--- src/rtl/multi_cycle_control_pkg.sv ---
// Shared encodings for the multi-cycle controller: states, opcodes, mux select codes.
// Pure definitions: no timing and no flow control of its own.
package multi_cycle_control_pkg;

   typedef enum logic [3:0] {
      S_FETCH    = 4'd0,
      S_DECODE   = 4'd1,
      S_MEM_ADDR = 4'd2,
      S_MEM_RD   = 4'd3,
      S_MEM_WB   = 4'd4,
      S_MEM_WR   = 4'd5,
      S_R_EXEC   = 4'd6,
      S_R_WB     = 4'd7,
      S_BRANCH   = 4'd8,
      S_JUMP     = 4'd9,
      S_I_EXEC   = 4'd10,
      S_I_WB     = 4'd11
   } state_t;

   localparam logic [5:0] OP_RTYPE = 6'b000000;
   localparam logic [5:0] OP_LW    = 6'b100011;
   localparam logic [5:0] OP_SW    = 6'b101011;
   localparam logic [5:0] OP_BEQ   = 6'b000100;
   localparam logic [5:0] OP_J     = 6'b000010;
   localparam logic [5:0] OP_ADDI  = 6'b001000;

   localparam logic [1:0] ALU_ADD   = 2'd0;
   localparam logic [1:0] ALU_SUB   = 2'd1;
   localparam logic [1:0] ALU_FUNCT = 2'd2;

   localparam logic [1:0] SRCB_REG    = 2'd0;
   localparam logic [1:0] SRCB_FOUR   = 2'd1;
   localparam logic [1:0] SRCB_IMM    = 2'd2;
   localparam logic [1:0] SRCB_IMM_SH = 2'd3;

   localparam logic [1:0] PCSRC_ALU    = 2'd0;
   localparam logic [1:0] PCSRC_ALUOUT = 2'd1;
   localparam logic [1:0] PCSRC_JUMP   = 2'd2;

   // Unknown opcodes fall back to FETCH; the caller raises fault for them.
   function automatic state_t decode_next(input logic [5:0] op);
      case (op)
         OP_RTYPE:     return S_R_EXEC;
         OP_LW, OP_SW: return S_MEM_ADDR;
         OP_BEQ:       return S_BRANCH;
         OP_J:         return S_JUMP;
         OP_ADDI:      return S_I_EXEC;
         default:      return S_FETCH;
      endcase
   endfunction

   function automatic logic op_legal(input logic [5:0] op);
      return (op == OP_RTYPE) || (op == OP_LW) || (op == OP_SW) ||
             (op == OP_BEQ) || (op == OP_J) || (op == OP_ADDI);
   endfunction

   function automatic logic is_mem_state(input state_t s);
      return (s == S_FETCH) || (s == S_MEM_RD) || (s == S_MEM_WR);
   endfunction

endpackage

--- src/rtl/mem_wait_timer.sv ---
// Counts consecutive cycles a memory state waits for mem_ready; flags the last allowed cycle.
// timeout_o is combinational on wait_i in the TIMEOUT_CYCLES-th waiting cycle; counter self-clears.
module mem_wait_timer #(
   parameter int TIMEOUT_CYCLES = 16
) (
   input  logic clock,
   input  logic reset,
   input  logic wait_i,
   output logic timeout_o
);

   localparam int CW = $clog2(TIMEOUT_CYCLES + 1);

   logic [CW-1:0] cnt_q, cnt_d;

   assign timeout_o = wait_i && (cnt_q == CW'(TIMEOUT_CYCLES - 1));

   // Leaving or re-entering a memory state always passes through a non-wait cycle or a timeout.
   always_comb begin
      cnt_d = cnt_q + CW'(1);
      if (!wait_i || timeout_o) begin
         cnt_d = '0;
      end
   end

   always_ff @(posedge clock) begin
      if (reset) begin
         cnt_q <= '0;
      end else begin
         cnt_q <= cnt_d;
      end
   end

endmodule

--- src/rtl/multi_cycle_control.sv ---
// Multi-cycle MIPS-style control FSM: fetch/decode/execute sequencing with memory wait and timeout.
// Memory states stall on mem_ready low; write enables are suppressed during reset and on timeout.
module multi_cycle_control
   import multi_cycle_control_pkg::*;
#(
   parameter int TIMEOUT_CYCLES = 16
) (
   input  logic       clock,
   input  logic       reset,
   input  logic [5:0] opcode,
   input  logic       mem_ready,
   output logic       pc_write,
   output logic       pc_write_cond,
   output logic       i_or_d,
   output logic       mem_read,
   output logic       mem_write,
   output logic       ir_write,
   output logic       mem_to_reg,
   output logic       reg_dst,
   output logic       reg_write,
   output logic       alu_src_a,
   output logic [1:0] alu_src_b,
   output logic [1:0] alu_op,
   output logic [1:0] pc_source,
   output logic [3:0] state,
   output logic       instr_done,
   output logic       fault
);

   state_t state_q, state_d;
   logic   fault_q, fault_d;
   logic   timeout;

   mem_wait_timer #(.TIMEOUT_CYCLES(TIMEOUT_CYCLES)) u_timer (
      .clock     (clock),
      .reset     (reset),
      .wait_i    (is_mem_state(state_q) && !mem_ready),
      .timeout_o (timeout)
   );

   assign state = state_q;
   assign fault = fault_q;

   always_ff @(posedge clock) begin
      if (reset) begin
         state_q <= S_FETCH;
         fault_q <= 1'b0;
      end else begin
         state_q <= state_d;
         fault_q <= fault_d;
      end
   end

   always_comb begin
      state_d       = state_q;
      fault_d       = fault_q;
      pc_write      = 1'b0;
      pc_write_cond = 1'b0;
      i_or_d        = 1'b0;
      mem_read      = 1'b0;
      mem_write     = 1'b0;
      ir_write      = 1'b0;
      mem_to_reg    = 1'b0;
      reg_dst       = 1'b0;
      reg_write     = 1'b0;
      alu_src_a     = 1'b0;
      alu_src_b     = SRCB_REG;
      alu_op        = ALU_ADD;
      pc_source     = PCSRC_ALU;
      instr_done    = 1'b0;
      case (state_q)
         S_FETCH: begin
            mem_read  = 1'b1;
            alu_src_b = SRCB_FOUR;
            if (mem_ready) begin
               ir_write = 1'b1;
               pc_write = 1'b1;
               state_d  = S_DECODE;
            end else if (timeout) begin
               fault_d = 1'b1;
            end
         end
         S_DECODE: begin
            alu_src_b = SRCB_IMM_SH;
            state_d   = decode_next(opcode);
            if (!op_legal(opcode)) begin
               fault_d = 1'b1;
            end
         end
         S_MEM_ADDR: begin
            alu_src_a = 1'b1;
            alu_src_b = SRCB_IMM;
            state_d   = (opcode == OP_LW) ? S_MEM_RD : S_MEM_WR;
         end
         S_MEM_RD: begin
            mem_read = 1'b1;
            i_or_d   = 1'b1;
            if (mem_ready) begin
               state_d = S_MEM_WB;
            end else if (timeout) begin
               state_d = S_FETCH;
               fault_d = 1'b1;
            end
         end
         S_MEM_WB: begin
            reg_write  = 1'b1;
            mem_to_reg = 1'b1;
            instr_done = 1'b1;
            state_d    = S_FETCH;
         end
         S_MEM_WR: begin
            mem_write = !timeout;
            i_or_d    = 1'b1;
            if (mem_ready) begin
               instr_done = 1'b1;
               state_d    = S_FETCH;
            end else if (timeout) begin
               state_d = S_FETCH;
               fault_d = 1'b1;
            end
         end
         S_R_EXEC: begin
            alu_src_a = 1'b1;
            alu_op    = ALU_FUNCT;
            state_d   = S_R_WB;
         end
         S_R_WB: begin
            reg_write  = 1'b1;
            reg_dst    = 1'b1;
            instr_done = 1'b1;
            state_d    = S_FETCH;
         end
         S_BRANCH: begin
            alu_src_a     = 1'b1;
            alu_op        = ALU_SUB;
            pc_write_cond = 1'b1;
            pc_source     = PCSRC_ALUOUT;
            instr_done    = 1'b1;
            state_d       = S_FETCH;
         end
         S_JUMP: begin
            pc_write   = 1'b1;
            pc_source  = PCSRC_JUMP;
            instr_done = 1'b1;
            state_d    = S_FETCH;
         end
         S_I_EXEC: begin
            alu_src_a = 1'b1;
            alu_src_b = SRCB_IMM;
            state_d   = S_I_WB;
         end
         S_I_WB: begin
            reg_write  = 1'b1;
            instr_done = 1'b1;
            state_d    = S_FETCH;
         end
         default: state_d = S_FETCH;
      endcase
      if (reset) begin
         pc_write      = 1'b0;
         pc_write_cond = 1'b0;
         ir_write      = 1'b0;
         reg_write     = 1'b0;
         mem_write     = 1'b0;
         instr_done    = 1'b0;
      end
   end

endmodule

--- config.mk ---
export PLATFORM = sky130hd
export DESIGN_NAME = multi_cycle_control
export DESIGN_NICKNAME = d
export VERILOG_FILES = /design/src/rtl/multi_cycle_control_pkg.sv /design/src/rtl/mem_wait_timer.sv /design/src/rtl/multi_cycle_control.sv
export SDC_FILE = /design/constraint.sdc
export NUM_CORES = 1
export LEC_CHECK = 0
export CORE_UTILIZATION = 42
export CTS_BUF_LIST = sky130_fd_sc_hd__clkbuf_4
export CTS_CLUSTER_DIAMETER = 50
export DETAILED_ROUTE_END_ITERATION = 12
export PLACE_DENSITY = 0.87
export SYNTH_ARGS = -nofsm -noshare
export SYNTH_HDL_FRONTEND = slang
export SYNTH_SLANG_ARGS = --single-unit
--- constraint.sdc ---
create_clock -name clock -period 1.4 [get_ports clock]
set_input_delay 0.14 -clock clock [delete_from_list [all_inputs] [get_ports clock]]
set_output_delay 0.14 -clock clock [all_outputs]
set_load 0.005 [all_outputs]
==> impl_metrics.yaml, run 1 <==
yosys:
  yosys-mux-area-fraction: 0
  synthSimpleGateAreaFrac: 0.3706
  synth_edf_count: 0
  synth_fa_ha_area_frac: 0.04102
  synth-xor-area-share: 0.05941
  synth_top_family_by_area: "simple AND/OR/NAND/NOR gates"
  syn_inst: 124
  ys_warn_count: 0
  ys_seq_area_frac: 0.2263
  synth_ff_type: "dfxtp_1"
  postSynth.asyncResetShare: 0
  synthesis.area_sq_um: 884.6
  ys_types: 40
  syn_area_per_cell_sq_um: 7.134
  ys_ff_latch: 10
  syn-num-nets: 135
  synth_compound_area_frac: 0.2122
die:
  ios: 31
  initial_utilization: 0.4509
  fp.dieH_um: 47.90
  rows: 16
  die_w_um: 47.90
place:
  place_hpwl_um: 2628
  place_congestion: 0.9223
  dpl.cell_count: 214
  portBuffers: 30
cts:
  clk_path_buf_depth: 2
  ctsRootBufferMaster: "clkbuf_4"
  cts_buffers: 3
  clkSinkCount: 10
  htree_levels: 1
  hold_buffers: 0
sta:
  worst-ep-kind: "output port"
  crit_endpoint: "mem_write"
run_status:
  lastStage: "global routing (5_1_grt)"
  status: "did not finish"
  error: "[ERROR DPL-0038] Utilization greater than 100%, impossible to legalize"
global_routing:
  grt_max_degree: 9
==> Yosys cell counts, drive strengths merged (2+ instances only) <==
library cell | instances | area, sq um
dfxtp | 10 | 200.2
a211oi | 2 | 15.01
o31ai | 2 | 15.01
nor4b | 2 | 17.52
nor4 | 5 | 37.53
buf | 10 | 61.30
nor2 | 21 | 78.83
nor2b | 4 | 25.02
xnor2 | 3 | 26.28
nor3 | 7 | 40.04
o22ai | 2 | 12.51
nand2b | 6 | 40.04
a21oi | 6 | 30.03
clkbuf | 2 | 7.510
o2111ai | 2 | 17.52
a32o | 2 | 20.02
nand2 | 8 | 30.03
o21ai | 5 | 25.02
nand3 | 4 | 20.02
and3 | 2 | 12.51
ha | 2 | 25.02
inv | 3 | 11.26
xor2 | 3 | 26.28
or2 | 2 | 12.51
==> cell families after synthesis <==
family,after synthesis
compound gates,27
simple gates,63
xor+xnor,6
buf+inv,15
flops,10
fa+ha+maj,3
==> per-stage QoR <==
step           hold WS, ps  setup slack (ps)  area (sq um)
3_3_place_gp         478.8            -446.1          1529
4_1_cts              488.9            -246.2          1851
3_5_place_dp         472.2            -578.2          1529
2_1_floorplan        301.3            -41.63         925.9
==> repair_timing <==
item,CTS
gates cloned,0
pin swaps,23
setup endpoints to repair,31
setup buffers,14
hold endpoints to repair,0
resized for setup,134
==> run 2: changes to the inputs <==
--- a/config.mk
+++ b/config.mk
@@ -5,11 +5,10 @@
 export SDC_FILE = /design/constraint.sdc
 export NUM_CORES = 1
 export LEC_CHECK = 0
-export CORE_UTILIZATION = 42
-export CTS_BUF_LIST = sky130_fd_sc_hd__clkbuf_4
-export CTS_CLUSTER_DIAMETER = 50
+export CORE_AREA = 2 2 63 65
 export DETAILED_ROUTE_END_ITERATION = 12
-export PLACE_DENSITY = 0.87
+export DIE_AREA = 0 0 65 67
+export PLACE_DENSITY_LB_ADDON = 0.15
 export SYNTH_ARGS = -nofsm -noshare
 export SYNTH_HDL_FRONTEND = slang
 export SYNTH_SLANG_ARGS = --single-unit
==> constraint.sdc (replaced) <==
create_clock -name clock -period 1.8 [get_ports clock]
set_input_delay 0.18 -clock clock [delete_from_list [all_inputs] [get_ports clock]]
set_output_delay 0.18 -clock clock [all_outputs]
set_load 0.005 [all_outputs]
==> impl_metrics.yaml, run 2 <==
cts:
  clk_latency_ps: 230
  htree_levels: 1
  clk_pin_slew_ps: 50
  cts_tree: "done"
  hold_buffers: 0
  ctsRootBufferMaster: "clkbuf_8"
  cts_buffers: 3
  clkSinkCount: 10
  clk_path_buf_depth: 2
finish:
  design_area_sq_um: 1535
  largest_reg_flops: 5
  fin_nets: 190
  area_growth_pct: 73.55
  final_cell_mix: "buf_4, nor2_1, clkdlybuf4s50_1, nand2_1, dlygate4sd2_1"
  top_register: "u_timer.cnt_q"
  final_common_cell: "buf_4"
  finalCoreUtilization: 0.4257
  drive_gt1_frac: 0.3164
  antenna_cells: 0
yosys:
  ys_types: 40
  syn_area_per_cell_sq_um: 7.134
  syn-num-nets: 135
  ys_seq_area_frac: 0.2263
  syn_inst: 124
  synth_top_area_cell: "dfxtp_1"
  synthesis.area_sq_um: 884.6
  synth.most_common_cell: "nor2_1"
  postSynth.asyncResetShare: 0
  synth_edf_count: 0
  synth_top_area_frac: 0.2263
  synth.area.top_cells: "dfxtp_1, nor2_1, buf_2"
  ys_ff_latch: 10
  ys_warn_count: 0
  synth_ff_type: "dfxtp_1"
  synth_commonest_cells: "nor2_1, dfxtp_1, nand2_1"
sta:
  setup_tns_ps: 0
  fin_crit_sh: 0.9947
  slew_viol_final: 0
  fin_worst_skew_ps: 3.351
  slew_headroom: 0.7245
  setup_viol: 0
  fmaxAchievable_mhz: 558.5
  tightest_slew_ps: 413.2
  finalHoldViolations: 0
  final.min_clock_period_ps: 1790
  grt_setup_unrepaired: "yes"
power:
  p_sw_uw: 196.5
  clock_power_share: 0.334
  p_sw_frac: 0.2832
  power_density_nw_per_um2: 452.1
  p_total_uw: 694.0
  power_frac_comb: 0.317
  irDropWorstVdd_uv: 161.4
  p_seq_frac: 0.349
  p_int_uw: 497.5
  p_leak_uw: 0.0007027
place:
  portBuffers: 30
  place_hpwl_um: 2234
  place_congestion: 0.7942
  placed_area_sq_um: 1371
worst_setup_path:
  critPathCaptureType: "output port"
  cp-start-kind: "register"
  r2r_end: "state[0]"
  cp.arrival_ps: 1610
  required_ps: 1620
  rrSetupSlack_ps: 90
  worstSetupEndpoint: "mem_write"
  cp-startpoint: "u_timer.cnt_q[0]"
  r2r-start: "u_timer.cnt_q[0]"
  crit_type: "reg2out"
  cp_max_fo: 3
  reg2reg_depth: 8
run_status:
  status: "finished clean"
detailed_routing:
  route.detailed.drc: 0
  wl_per_cell_um: 12.94
  drt_iter0_drc: 16
  first_pass_iters: 4
  ant_nets: 0
  via_per_inst: 4.804
  vias: 1081
  routed_wl_um: 2911
global_routing:
  grt_overflow: 0
  grt_pass1_vias: 1077
  grt_pass1_wl_um: 5133
  grt_util_all_layers: 0.1491
  antenna_found_initial: 0
  grt_max_degree: 17
die:
  die_w_um: 65
  rows: 22
  die_area_sq_um: 4355
  ios: 31
  initial_utilization: 0.2453
  core_sq_um: 3606
  fp.dieH_um: 67
min_path:
  min_path_type: "reg2reg"
flow_run:
  drv_cap: 0
[run 2: cell counts after synthesis]
Identical to the previous run, type by type.
[run 2: metal layers]
layer | track usage | part of all wire | up-vias | routed length (um)
met1 | 0.2036 | 0.47 | 500 | 1358
met4 | 0.03989 | 0.0072 | 0 | 21
met3 | 0.03378 | 0.047 | 2 | 138
li1 | - | - | 552 | -
met2 | 0.2345 | 0.48 | 27 | 1393
met5 | 0 | 0 | - | 0
[run 2: worst min-delay path by stage]
stage,start,endpoint,depth (start not counted)
after global routing,fault,fault,2
after global placement,fault,fault,2
after CTS,fault,fault,2
after floorplan,opcode[4],fault,2
after detailed placement,fault,fault,2
final,fault,fault,2
[run 2: worst max-delay path: stages (launching register included)]
cell      delay, ps
dfxtp_1         310
ha_1            200
and3_1          190
ha_1            200
nand2b_1        110
nor4b_2         220
clkbuf_2        160
[run 2: cells by family after synthesis]
group                    count (synthesis)  synth area share
AO/OA/AOI/OAI                           27            0.2122
XOR/XNOR                                 6           0.05942
adder cells (fa/ha/maj)                  3           0.04101
buffers and inverters                   15           0.09052
flip-flops                              10            0.2263
AND/OR/NAND/NOR                         63            0.3706
[run 2: power groups by stage]
stage / Sequential (uW) / Combinational [uW] / Clock (uW)
2_1_floorplan: 240 / 102 / 0
3_3_place_gp: 247 / 207 / 0
3_5_place_dp: 248 / 207 / 0
4_1_cts: 241 / 215 / 235
5_1_grt: 244 / 244 / 254
6_report: 242 / 220 / 232
[run 2: area by class of cell]
| cell class | count | area [sq um] |
|---|---|---|
| repair buffers | 62 | 553.0 |
| inverters | 3 | 11.26 |
| well taps | 48 | 60.06 |
| flip-flops and latches | 10 | 210.2 |
| multi-input cells | 99 | 659.4 |
| fillers | 381 | 2071 |
| clock buffers | 3 | 41.29 |
[run 2: through the flow]
step | worst slack, ps | instances | hold slack (ps)
floorplan | 279.4 | 124 | 341.3
global placement | -165.9 | 216 | 474.0
detailed placement | -230.0 | 216 | 483.2
CTS | -121.9 | 220 | 488.2
global route | -100.4 | 225 | 521.6
finish | 9.592 | 225 | 482.5
[run 2: repair_timing]
action,CTS,global route
pin swaps,0,1
setup endpoints to repair,17,16
resized for setup,25,13
setup buffers,1,5
gates cloned,0,0
(Power assumes the default switching activity.)
==> run 3: changes to the inputs <==
--- a/config.mk
+++ b/config.mk
@@ -8,6 +8,7 @@
 export CORE_AREA = 2 2 63 65
 export DETAILED_ROUTE_END_ITERATION = 12
 export DIE_AREA = 0 0 65 67
+export HOLD_SLACK_MARGIN = 0.02
 export PLACE_DENSITY_LB_ADDON = 0.15
 export SYNTH_ARGS = -nofsm -noshare
 export SYNTH_HDL_FRONTEND = slang
==> results of run 3 <==
Same layout as run 2: the final DEF is identical, and so are final timing and power.
